$ cat config.mk
export PLATFORM = sky130hd
export DESIGN_NAME = multicycle_ctrl_flat
export DESIGN_NICKNAME = d
export VERILOG_FILES = /design/src/rtl/LOAD_STORE_FNS.sv /design/src/rtl/rv32i_opcodes.sv /design/src/rtl/multicycle_ctrl_if.sv /design/src/rtl/ctrl_decode.sv /design/src/rtl/multicycle_ctrl.sv /design/src/flat_wrapper.sv
export SDC_FILE = /design/constraint.sdc
export NUM_CORES = 1
export LEC_CHECK = 0
export ABC_AREA = 1
export BUFFER_PORTS_ARGS = -buffer_cell sky130_fd_sc_hd__buf_2
export CAP_MARGIN = 20
export CORE_MARGIN = 5
export CORE_UTILIZATION = 35
export DETAILED_ROUTE_END_ITERATION = 12
export GPL_ROUTABILITY_DRIVEN = 0
export GPL_TIMING_DRIVEN = 1
export MAX_ROUTING_LAYER = met4
export PLACE_DENSITY_LB_ADDON = 0.3
export SETUP_SLACK_MARGIN = 0.05
export SLEW_MARGIN = 5
export SYNTH_ARGS = -nofsm -noshare
export SYNTH_HDL_FRONTEND = slang
export SYNTH_SLANG_ARGS = --single-unit
$ cat constraint.sdc
create_clock -name clk -period 1.2 [get_ports clk]
set_input_delay 0.24 -clock clk [delete_from_list [all_inputs] [get_ports clk]]
set_output_delay 0.24 -clock clk [all_outputs]
set_load 0.05 [all_outputs]
$ cat src/rtl/LOAD_STORE_FNS.sv
`default_nettype none
//------------------------------------------------------------------
// LOAD_STORE_FNS: funct3 encodings shared by RV32I loads/stores. Rev 1.0
//------------------------------------------------------------------
package LOAD_STORE_FNS;

  // Byte/half/word widths; the unsigned variants only exist for loads.
  typedef enum logic [2:0] {
    F3_B  = 3'b000,
    F3_H  = 3'b001,
    F3_W  = 3'b010,
    F3_BU = 3'b100,
    F3_HU = 3'b101
  } funct3_t;

endpackage
`default_nettype wire

$ cat src/rtl/rv32i_opcodes.sv
`default_nettype none
//------------------------------------------------------------------
// rv32i_opcodes: opcode map and datapath control select types. Rev 1.0
//------------------------------------------------------------------
package rv32i_opcodes;

  typedef enum logic [6:0] {
    OPC_LOAD     = 7'b0000011,
    OPC_MISC_MEM = 7'b0001111,
    OPC_OP_IMM   = 7'b0010011,
    OPC_AUIPC    = 7'b0010111,
    OPC_STORE    = 7'b0100011,
    OPC_OP       = 7'b0110011,
    OPC_LUI      = 7'b0110111,
    OPC_BRANCH   = 7'b1100011,
    OPC_JALR     = 7'b1100111,
    OPC_JAL      = 7'b1101111,
    OPC_SYSTEM   = 7'b1110011
  } rv32i_opcode_t;

  typedef enum logic [1:0] {
    FROM_ALU       = 2'd0,
    FROM_MEM       = 2'd1,
    FROM_PC_PLUS_4 = 2'd2
  } regfile_sel_t;

  typedef enum logic [2:0] {
    RST    = 3'd0,
    FETCH  = 3'd1,
    DECODE = 3'd2,
    EXEC   = 3'd3,
    MEM    = 3'd4,
    WB     = 3'd5,
    HALT   = 3'd6
  } ctrl_state_t;

  typedef enum logic [1:0] {
    PC_PLUS_4  = 2'd0,
    BRANCH_TGT = 2'd1,
    ALU_OUT    = 2'd2
  } pc_sel_t;

  typedef enum logic [1:0] {
    RS1  = 2'd0,
    PC   = 2'd1,
    ZERO = 2'd2
  } alu_src_a_t;

  typedef enum logic [1:0] {
    FORCE_ADD  = 2'd0,
    FUNCT      = 2'd1,
    BRANCH_CMP = 2'd2
  } alu_op_t;

  typedef enum logic [3:0] {
    CLS_ILLEGAL  = 4'd0,
    CLS_OP       = 4'd1,
    CLS_OP_IMM   = 4'd2,
    CLS_LUI      = 4'd3,
    CLS_AUIPC    = 4'd4,
    CLS_LOAD     = 4'd5,
    CLS_STORE    = 4'd6,
    CLS_JAL      = 4'd7,
    CLS_JALR     = 4'd8,
    CLS_BRANCH   = 4'd9,
    CLS_MISC_MEM = 4'd10,
    CLS_SYSTEM   = 4'd11
  } instr_class_t;

endpackage
`default_nettype wire

$ cat src/rtl/multicycle_ctrl_if.sv
`default_nettype none
//------------------------------------------------------------------
// multicycle_ctrl_if: IR fields, memory handshake and datapath selects. Rev 1.0
//------------------------------------------------------------------
interface multicycle_ctrl_if;
  import rv32i_opcodes::*;

  logic [6:0]   opcode;
  logic [2:0]   funct3;
  logic         branch_taken;
  logic         mem_ready;
  logic         mem_req;
  logic         mem_we;
  logic         mem_addr_sel;
  logic         ir_we;
  logic         pc_we;
  pc_sel_t      pc_sel;
  alu_src_a_t   alu_src_a;
  logic         alu_src_b;
  alu_op_t      alu_op;
  logic         regfile_we;
  regfile_sel_t regfile_sel;
  logic         halted;
  logic         illegal;

  modport master (
    input  opcode, funct3, branch_taken, mem_ready,
    output mem_req, mem_we, mem_addr_sel, ir_we, pc_we, pc_sel,
           alu_src_a, alu_src_b, alu_op, regfile_we, regfile_sel,
           halted, illegal
  );

  modport slave (
    output opcode, funct3, branch_taken, mem_ready,
    input  mem_req, mem_we, mem_addr_sel, ir_we, pc_we, pc_sel,
           alu_src_a, alu_src_b, alu_op, regfile_we, regfile_sel,
           halted, illegal
  );

endinterface
`default_nettype wire

$ cat src/rtl/ctrl_decode.sv
`default_nettype none
//------------------------------------------------------------------
// ctrl_decode: opcode/funct3 to instruction class and legality. Rev 1.0
//------------------------------------------------------------------
module ctrl_decode
  import rv32i_opcodes::*;
(
  input  logic [6:0]   opcode,
  input  logic [2:0]   funct3,
  output instr_class_t instr_class,
  output logic         legal
);

  LOAD_STORE_FNS::funct3_t ls_fn;
  assign ls_fn = LOAD_STORE_FNS::funct3_t'(funct3);

  always_comb begin
    instr_class = CLS_ILLEGAL;
    legal       = 1'b0;
    case (rv32i_opcode_t'(opcode))
      OPC_LOAD: begin
        instr_class = CLS_LOAD;
        legal = ls_fn inside {LOAD_STORE_FNS::F3_B, LOAD_STORE_FNS::F3_H,
                              LOAD_STORE_FNS::F3_W, LOAD_STORE_FNS::F3_BU,
                              LOAD_STORE_FNS::F3_HU};
      end
      OPC_STORE: begin
        instr_class = CLS_STORE;
        legal = (funct3 <= LOAD_STORE_FNS::F3_W);
      end
      OPC_BRANCH: begin
        // funct3 010/011 are unassigned branch encodings
        instr_class = CLS_BRANCH;
        legal = !(funct3 inside {3'b010, 3'b011});
      end
      OPC_OP:       begin instr_class = CLS_OP;       legal = 1'b1; end
      OPC_OP_IMM:   begin instr_class = CLS_OP_IMM;   legal = 1'b1; end
      OPC_LUI:      begin instr_class = CLS_LUI;      legal = 1'b1; end
      OPC_AUIPC:    begin instr_class = CLS_AUIPC;    legal = 1'b1; end
      OPC_JAL:      begin instr_class = CLS_JAL;      legal = 1'b1; end
      OPC_JALR:     begin instr_class = CLS_JALR;     legal = 1'b1; end
      OPC_MISC_MEM: begin instr_class = CLS_MISC_MEM; legal = 1'b1; end
      OPC_SYSTEM:   begin instr_class = CLS_SYSTEM;   legal = 1'b1; end
      default: begin
        instr_class = CLS_ILLEGAL;
        legal       = 1'b0;
      end
    endcase
  end

endmodule
`default_nettype wire

$ cat src/rtl/multicycle_ctrl.sv
`default_nettype none
//------------------------------------------------------------------
// multicycle_ctrl: RV32I fetch/decode/exec/mem/wb sequencing FSM. Rev 1.0
//------------------------------------------------------------------
module multicycle_ctrl
  import rv32i_opcodes::*;
(
  input  logic              clk,
  input  logic              rst_n,
  multicycle_ctrl_if.master bus
);

  ctrl_state_t  state;
  logic         illegal_latched;
  instr_class_t instr_class;
  logic         legal;

  ctrl_decode u_decode (
    .opcode      (bus.opcode),
    .funct3      (bus.funct3),
    .instr_class (instr_class),
    .legal       (legal)
  );

  always_ff @(posedge clk) begin
    if (!rst_n) begin
      state           <= RST;
      illegal_latched <= 1'b0;
    end else begin
      case (state)
        RST:   state <= FETCH;
        FETCH: if (bus.mem_ready) state <= DECODE;
        DECODE: begin
          if (!legal) begin
            state           <= HALT;
            illegal_latched <= 1'b1;
          end else begin
            case (instr_class)
              CLS_SYSTEM:   state <= HALT;
              CLS_MISC_MEM: state <= FETCH;
              default:      state <= EXEC;
            endcase
          end
        end
        EXEC: begin
          case (instr_class)
            CLS_LOAD, CLS_STORE: state <= MEM;
            CLS_BRANCH:          state <= FETCH;
            default:             state <= WB;
          endcase
        end
        MEM: begin
          if (bus.mem_ready) state <= (instr_class == CLS_STORE) ? FETCH : WB;
        end
        WB:      state <= FETCH;
        HALT:    state <= HALT;
        default: state <= RST;
      endcase
    end
  end

  // Outputs follow the state (and mem_ready in FETCH/MEM) so zero-wait
  // memory completes a request in the same cycle it is issued.
  always_comb begin
    bus.mem_req      = 1'b0;
    bus.mem_we       = 1'b0;
    bus.mem_addr_sel = 1'b0;
    bus.ir_we        = 1'b0;
    bus.pc_we        = 1'b0;
    bus.pc_sel       = PC_PLUS_4;
    bus.alu_src_a    = RS1;
    bus.alu_src_b    = 1'b0;
    bus.alu_op       = FORCE_ADD;
    bus.regfile_we   = 1'b0;
    bus.regfile_sel  = FROM_ALU;
    bus.halted       = 1'b0;
    bus.illegal      = illegal_latched;
    case (state)
      FETCH: begin
        bus.mem_req = 1'b1;
        bus.ir_we   = bus.mem_ready;
      end
      DECODE: begin
        bus.pc_we = legal && (instr_class == CLS_MISC_MEM);
      end
      EXEC: begin
        case (instr_class)
          CLS_OP: bus.alu_op = FUNCT;
          CLS_OP_IMM: begin
            bus.alu_src_b = 1'b1;
            bus.alu_op    = FUNCT;
          end
          CLS_LUI: begin
            bus.alu_src_a = ZERO;
            bus.alu_src_b = 1'b1;
          end
          CLS_AUIPC, CLS_JAL: begin
            bus.alu_src_a = PC;
            bus.alu_src_b = 1'b1;
          end
          CLS_LOAD, CLS_STORE, CLS_JALR: bus.alu_src_b = 1'b1;
          CLS_BRANCH: begin
            bus.alu_op = BRANCH_CMP;
            bus.pc_we  = 1'b1;
            bus.pc_sel = bus.branch_taken ? BRANCH_TGT : PC_PLUS_4;
          end
          default: ;
        endcase
      end
      MEM: begin
        bus.mem_req      = 1'b1;
        bus.mem_addr_sel = 1'b1;
        bus.mem_we       = (instr_class == CLS_STORE);
        bus.pc_we        = (instr_class == CLS_STORE) && bus.mem_ready;
      end
      WB: begin
        bus.regfile_we = 1'b1;
        bus.pc_we      = 1'b1;
        if (instr_class == CLS_LOAD) begin
          bus.regfile_sel = FROM_MEM;
        end else if (instr_class == CLS_JAL || instr_class == CLS_JALR) begin
          bus.regfile_sel = FROM_PC_PLUS_4;
          bus.pc_sel      = ALU_OUT;
        end
      end
      HALT:    bus.halted = 1'b1;
      default: ;
    endcase
  end

endmodule
`default_nettype wire

$ cat src/flat_wrapper.sv
// flat-port wrapper written by rule: the top's interface ports become plain ports
module multicycle_ctrl_flat import rv32i_opcodes::*;
  (clk, rst_n, bus_opcode, bus_funct3, bus_branch_taken, bus_mem_ready, bus_mem_req, bus_mem_we, bus_mem_addr_sel, bus_ir_we, bus_pc_we, bus_pc_sel, bus_alu_src_a, bus_alu_src_b, bus_alu_op, bus_regfile_we, bus_regfile_sel, bus_halted, bus_illegal);
  multicycle_ctrl_if bus_i ();
  input  logic clk;
  input  logic rst_n;
  input wire logic [$bits(bus_i.opcode)-1:0] bus_opcode;
  input wire logic [$bits(bus_i.funct3)-1:0] bus_funct3;
  input wire logic [$bits(bus_i.branch_taken)-1:0] bus_branch_taken;
  input wire logic [$bits(bus_i.mem_ready)-1:0] bus_mem_ready;
  output wire logic [$bits(bus_i.mem_req)-1:0] bus_mem_req;
  output wire logic [$bits(bus_i.mem_we)-1:0] bus_mem_we;
  output wire logic [$bits(bus_i.mem_addr_sel)-1:0] bus_mem_addr_sel;
  output wire logic [$bits(bus_i.ir_we)-1:0] bus_ir_we;
  output wire logic [$bits(bus_i.pc_we)-1:0] bus_pc_we;
  output wire logic [$bits(bus_i.pc_sel)-1:0] bus_pc_sel;
  output wire logic [$bits(bus_i.alu_src_a)-1:0] bus_alu_src_a;
  output wire logic [$bits(bus_i.alu_src_b)-1:0] bus_alu_src_b;
  output wire logic [$bits(bus_i.alu_op)-1:0] bus_alu_op;
  output wire logic [$bits(bus_i.regfile_we)-1:0] bus_regfile_we;
  output wire logic [$bits(bus_i.regfile_sel)-1:0] bus_regfile_sel;
  output wire logic [$bits(bus_i.halted)-1:0] bus_halted;
  output wire logic [$bits(bus_i.illegal)-1:0] bus_illegal;
  assign bus_i.opcode = bus_opcode;
  assign bus_i.funct3 = bus_funct3;
  assign bus_i.branch_taken = bus_branch_taken;
  assign bus_i.mem_ready = bus_mem_ready;
  assign bus_mem_req = bus_i.mem_req;
  assign bus_mem_we = bus_i.mem_we;
  assign bus_mem_addr_sel = bus_i.mem_addr_sel;
  assign bus_ir_we = bus_i.ir_we;
  assign bus_pc_we = bus_i.pc_we;
  assign bus_pc_sel = bus_i.pc_sel;
  assign bus_alu_src_a = bus_i.alu_src_a;
  assign bus_alu_src_b = bus_i.alu_src_b;
  assign bus_alu_op = bus_i.alu_op;
  assign bus_regfile_we = bus_i.regfile_we;
  assign bus_regfile_sel = bus_i.regfile_sel;
  assign bus_halted = bus_i.halted;
  assign bus_illegal = bus_i.illegal;
  multicycle_ctrl u_core (.clk(clk), .rst_n(rst_n), .bus(bus_i));
endmodule
==> results.toml, run 1 <==
[clock_network]
clkSinkCount = 4
cts_buffers = 3
post-cts-setup-buffer-count = 16
clockRootBuffer = "clkbuf_4"
htree_levels = 1
cts_resized = 91
cts_buffer_depth = 2
postCtsHoldBufs = 0

[floorplanning]
die_x_um = 53.1
rows = 15
ios = 31
dieHeight_um = 53.1
start_util_pct = 37.3

[place]
place_inst = 205
port_buffers = 30
dp_hpwl_um = 2000

[outcome]
error = "[ERROR DPL-0033] detailed placement checks failed during check placement."
haltStage = "4_1_cts"
outcome = "did not finish"

[synth]
avgSynthCellArea_um2 = 5.25
syn-instance-count = 124
yosysWarnings = 0
synth.ff_latch_count = 4
synth_cell_types = 26
synth_area_um2 = 651
ys_seq_area_share_pct = 12.3
synthesis.nets = 138
==> cell families after synthesis <==
| group | after synthesis | share of synthesized area, % |
|---|---|---|
| AOI/OAI and AO/OA | 14 | 13.1 |
| xor gates and xnor gates | 1 | 1.35 |
| buffers and inverters | 21 | 12.1 |
| DFF | 4 | 12.3 |
| and+or+nand+nor | 84 | 61.2 |
==> per-stage QoR <==
stage	hold slack (ps)	worst slack [ps]	area (um^2)	TNS (ps)
after floorplan	401	-860	890	-6270
after global placement	451	-659	1280	-6690
after detailed placement	452	-681	1280	-7150
==> synth_stat cells (all sizes together) <==
master | instances | share of area (%)
o21ai | 2 | 1.5
o22ai | 1 | 0.96
a31oi | 1 | 0.96
a21oi | 6 | 4.6
nor3b | 1 | 1.2
and3 | 1 | 1.7
nor4 | 2 | 4.2
nand3 | 6 | 5.4
nor3 | 3 | 3.1
nand2 | 38 | 24
and2 | 1 | 1.3
nor2 | 31 | 19
a211oi | 2 | 2.3
xor2 | 1 | 1.3
o2bb2ai | 1 | 1.3
dfxtp | 4 | 12
a41oi | 1 | 1.3
nand4 | 1 | 0.96
inv | 21 | 12
==> run 2, diff against run 1 <==
- CORE_AREA: not set -> 5 5 66 68
- CORE_MARGIN: 5 -> not set
- CORE_UTILIZATION: 35 -> not set
- DIE_AREA: not set -> 0 0 71 73
- MAX_ROUTING_LAYER: met4 -> not set
- PLACE_DENSITY_LB_ADDON: 0.3 -> 0.15
- SETUP_SLACK_MARGIN: 0.05 -> not set
- clock period: 1.2 -> 1.56 ns (I/O delays scaled with it)
==> run 2 against run 1 <==
Against the previous run: area after synthesis did not move; synthesized cell count did not move; the flow now finishes, with violations (negative setup slack).
==> results.toml, run 2 <==
[outcome]
outcome = "finished with violations"
violations = "negative setup slack"

[final_layout]
drive_gt1_share_pct = 76.1
final_cell_mix = "buf_4 (29), buf_6 (23), nand2_1 (19), nor2_4 (19)"
diodes = 0
fin_nets = 213
regMostFlops = "u_core.state"
final_core_util_pct = 48.9
largest_reg_flops = 3
syn2layout_area_growth_pct = 186
layout_commonest_cell = "buf_4"
nFillCells = 375
finish.instance_area_mm2 = 0.00186

[place]
dpl-instance-area_mm2 = 0.00126
dp_hpwl_um = 2070
post-place-ws_ps = -442
port_buffers = 30

[synth]
yosysMostFrequentCell = "nand2_1"
synth_edf_count = 0
synth_top_area_cell = "nand2_1"
yosys-top-cells-area = "nand2_1 (19%), nor2_1 (17%), dfxtp_1 (12%), inv_1 (8.7%), nand2_2 (4.8%)"
synth_area_um2 = 651
yosysTopAreaCellShare_pct = 19.0
synth_commonest_cells = "nand2_1 (33), nor2_1 (29), inv_1 (15), a21oi_1 (6), inv_2 (6)"
synth.ff_latch_count = 4
ys_async_sr_fraction_pct = 0
avgSynthCellArea_um2 = 5.25
synthesis.nets = 138
synth_cell_types = 26
syn-instance-count = 124
ys_seq_area_share_pct = 12.3
yosysWarnings = 0
synth_top_flop_cell = "dfxtp_1"

[power]
power_switching_uw = 829
internal-power_uw = 900
leakage_nw = 0.841
powerDensity_mw_per_mm2 = 931
combPwrFrac_pct = 74.8
ir_drop_uv = 498
switching_share_pct = 47.9
p_clk_share_pct = 12.3
pwr-share-seq_pct = 13.0

[floorplanning]
ios = 31
die_area_mm2 = 0.00518
dieHeight_um = 73
core_mm2 = 0.00380
rows = 23
die_x_um = 71
start_util_pct = 17.1

[clock_network]
path_clk_slew_ps = 30
htree_levels = 1
cts_buffers = 3
cts_buffer_depth = 2
clkSinkCount = 4
cts_tree = "built"
clockRootBuffer = "clkbuf_8"
clkLatencyLatePin_ps = 210

[timing]
final.min_clock_period_ps = 1780
rsz0062_at_grt = "yes"
fmax_mhz = 563
hold_ws_ps = 368
timing_worst_slew_pin_value_ps = 299
layout_setup_ws_ps = -217
finalHoldViolations = 0
relSlewSlack_pct = 79.9
fin_worst_skew_ps = 3.38
final_max_slew_viol_count = 0
setup_viol = 11
period_share_pct = 114

[route]
num_vias = 1027
drt_iter0_markers = 10
wire_per_inst_um = 10.8
routed_via_density = 4.16
drt_wl_total_um = 2670
ant_nets = 0
drc = 0
drt_pass1_iterations = 3

[min_path]
hold_class = "in -> reg"

[worst_setup_path]
path_class = "in -> out"
arrival_ps = 1460
crit_fanout = 5
required_ps = 1250
start_kind = "input pin"
endpoint_kind = "output port"

[job]
max-cap-violations = 0

[grt]
antenna_found_initial = 0
track_usage_pct = 10.1
grt_pass1_wl_um = 4340
grt_max_degree = 6
gr-total-overflow = 0
grt_pass1_vias = 1054
run 2: cell counts after synthesis:
No cell type changed its count.
run 2: kinds of logic (layout without fill, tap and decap cells):
family	after synthesis	in the layout	synth area share, %
and+or+nand+nor	84	84	61.2
buffers and inverters	21	94	12.1
AOI/OAI and AO/OA	14	14	13.1
DFF	4	4	12.3
xor gates and xnor gates	1	1	1.35
run 2: final cells by class:
class,count,area (um^2),area share (%)
well taps,50,62.6,3.37
clock buffers,3,41.3,2.22
flip-flops and latches,4,86.3,4.65
repair buffers,70,687,37.0
inverters,21,121,6.53
multi-input cells,99,860,46.3
run 2: path summary, 6_finish.rpt:
kind / slack [ps] / cells after the start / from / to
setup / recovery: -220 / 9 / bus_opcode[6] / bus_alu_src_a[1]
hold / removal: 370 / 3 / rst_n / u_core.bus.illegal
setup reg to reg: 110 / 11 / u_core.state[2] / u_core.state[2]
hold reg to reg: 470 / 2 / u_core.bus.illegal / u_core.bus.illegal
run 2: layer usage:
layer  up-vias  GRT usage [%]  wire, um
met5         -              0         0
met4         0           1.25         0
met3         0           2.34       133
met2        23           19.2      1360
met1       461           11.9      1180
li1        543              -         -
run 2: what timing repair did:
action / CTS / global route
setup endpoints to repair: 14 / 14
pin swaps: 19 / 6
hold buffers: 0 / 0
buffers inserted: 9 / 8
resized for setup: 94 / 24
run 2: critical path, stage by stage:
cell     delay (ps)
buf_12          110
inv_8            30
nand2_2          70
nor2_4           50
and2_4          150
nor4_4          350
buf_4           200
nor3b_4          40
buf_6           150
run 2: through the flow:
stage / total power, mW / cells / TNS (ps)
final: 1.73 / 247 / -1380
after global placement: 1.11 / 228 / -3050
after global routing: 1.84 / 247 / -2080
after detailed placement: 1.12 / 228 / -3170
after floorplan: 0.798 / 124 / -3040
after CTS: 1.56 / 240 / -1180
run 2: power by group through the flow:
stage	Combinational, mW	Clock, mW	Sequential, mW
final	1.29	0.212	0.224
after global routing	1.38	0.229	0.231
after CTS	1.12	0.219	0.215
after detailed placement	0.918	0	0.203
after global placement	0.909	0	0.203
after floorplan	0.554	0	0.244
Note: power is estimated with default switching activity, not from simulation.
==> run 3, diff against run 2 <==
- RECOVER_POWER: not set -> 100
==> run 3 against run 2 <==
Against the previous run: largest cell class unchanged; die area unchanged; sequential share of layout area about the same; the flow still finishes with violations (negative setup slack); hold slack about the same; highest routed layer unchanged; sequential power about the same.
==> results.toml, run 3 (same netlist as run 2, synthesis figures left out) <==
[timing]
period_share_pct = 114
final.min_clock_period_ps = 1780
layout_setup_ws_ps = -217
rsz0062_at_grt = "yes"
fin_worst_skew_ps = 3.38
fmax_mhz = 563
final_max_slew_viol_count = 0
setup_viol = 11
setup_tns_ps = -1380
finalHoldViolations = 0
hold_ws_ps = 368
relSlewSlack_pct = 60.1
timing_worst_slew_pin_value_ps = 601

[clock_network]
clockRootBuffer = "clkbuf_8"
cts_buffer_depth = 2
path_clk_slew_ps = 30
postCtsHoldBufs = 0
clkLatencyLatePin_ps = 210
cts_buffers = 3
cts_tree = "built"
htree_levels = 1
clkSinkCount = 4

[place]
post-place-ws_ps = -442
dp_hpwl_um = 2070
port_buffers = 30
dpl-instance-area_mm2 = 0.00126
place_inst = 228

[floorplanning]
rows = 23
core_mm2 = 0.00380
start_util_pct = 17.1
dieHeight_um = 73
ios = 31
die_x_um = 71
die_area_mm2 = 0.00518

[route]
drt_iter0_markers = 10
drt_pass1_iterations = 3
num_vias = 1027
drt_wl_total_um = 2670
ant_nets = 0
wire_per_inst_um = 10.8
routed_via_density = 4.16
drc = 0

[final_layout]
regArea_um2 = 86.3
syn2layout_area_growth_pct = 185
largest_reg_flops = 3
fin_nets = 213
drive_gt1_share_pct = 75.6
multi_input_area_um2 = 860
finish.instance_area_mm2 = 0.00186
final_cell_mix = "buf_4 (29), buf_6 (23), nand2_1 (19), nor2_4 (19)"
nFillCells = 376
layout_commonest_cell = "buf_4"
final_cells = 247
regMostFlops = "u_core.state"
diodes = 0

[power]
p_clk_share_pct = 12.3
ir_drop_uv = 498
combPwrFrac_pct = 74.7
switching_share_pct = 48.0
pwr-share-seq_pct = 13.0
powerDensity_mw_per_mm2 = 930
leakage_nw = 0.837
power_switching_uw = 829
internal-power_uw = 898

[job]
max-cap-violations = 0

[grt]
antenna_found_initial = 0
track_usage_pct = 10.1
grt_pass1_wl_um = 4340
grt_max_degree = 6
grt_pass1_vias = 1054
gr-total-overflow = 0

[worst_setup_path]
r2r_cells = 11
crit_fanout = 5
required_ps = 1250
start_kind = "input pin"
path_class = "in -> out"
arrival_ps = 1460
endpoint_kind = "output port"

[outcome]
outcome = "finished with violations"
violations = "negative setup slack"

[min_path]
hold_class = "in -> reg"
hold-path-cell-count = 3
-- run 3: changes by cell type in the layout (fill, tap and decap cells not counted) --
cell / previous run / this run
buf_2: 8 / 7
clkbuf_1: 0 / 1
-- run 3: path summary, 6_finish.rpt --
check / startpoint / end / slack [ps]
min: rst_n / u_core.bus.illegal / 370
min reg2reg: u_core.bus.illegal / u_core.bus.illegal / 470
max: bus_opcode[6] / bus_alu_src_a[1] / -220
max reg2reg: u_core.state[2] / u_core.state[2] / 110
-- run 3: worst max-delay path, cell delays in order --
cell,delay (ps)
buf_12,110
inv_8,30
nand2_2,70
nor2_4,50
and2_4,150
nor4_4,350
buf_4,200
nor3b_4,40
buf_6,150
-- run 3: metrics by stage --
step / total power, mW / utilization, %
finish: 1.73 / 48.9
global route: 1.84 / 48.9
CTS: 1.56 / 45.0
detailed placement: 1.12 / 33.2
global placement: 1.11 / 33.2
floorplan: 0.798 / -
-- run 3: final cells by class --
type,count,area share [%]
inverters,21,6.54
flip-flops and latches,4,4.65
clock buffers,3,2.22
repair buffers,70,36.9
well taps,50,3.37
multi-input cells,99,46.3
-- run 3: metal layers --
| layer | up-vias | track usage, % | wire (um) |
|---|---|---|---|
| met5 | - | 0 | 0 |
| met4 | 0 | 1.25 | 0 |
| met3 | 0 | 2.34 | 133 |
| met2 | 23 | 19.2 | 1360 |
| met1 | 461 | 11.9 | 1180 |
| li1 | 543 | - | - |
-- run 3: what timing repair did --
action                     in CTS  in global routing
buffers inserted                9                  8
pin swaps                      19                  6
gates resized for setup        94                 24
setup endpoints to repair      14                 14
-- run 3: power by group through the flow --
stage | logic (mW) | registers (mW) | clock network (mW)
after global placement | 0.909 | 0.203 | 0
after CTS | 1.12 | 0.215 | 0.219
after detailed placement | 0.918 | 0.203 | 0
after floorplan | 0.554 | 0.244 | 0
after global routing | 1.38 | 0.231 | 0.229
final | 1.29 | 0.224 | 0.212
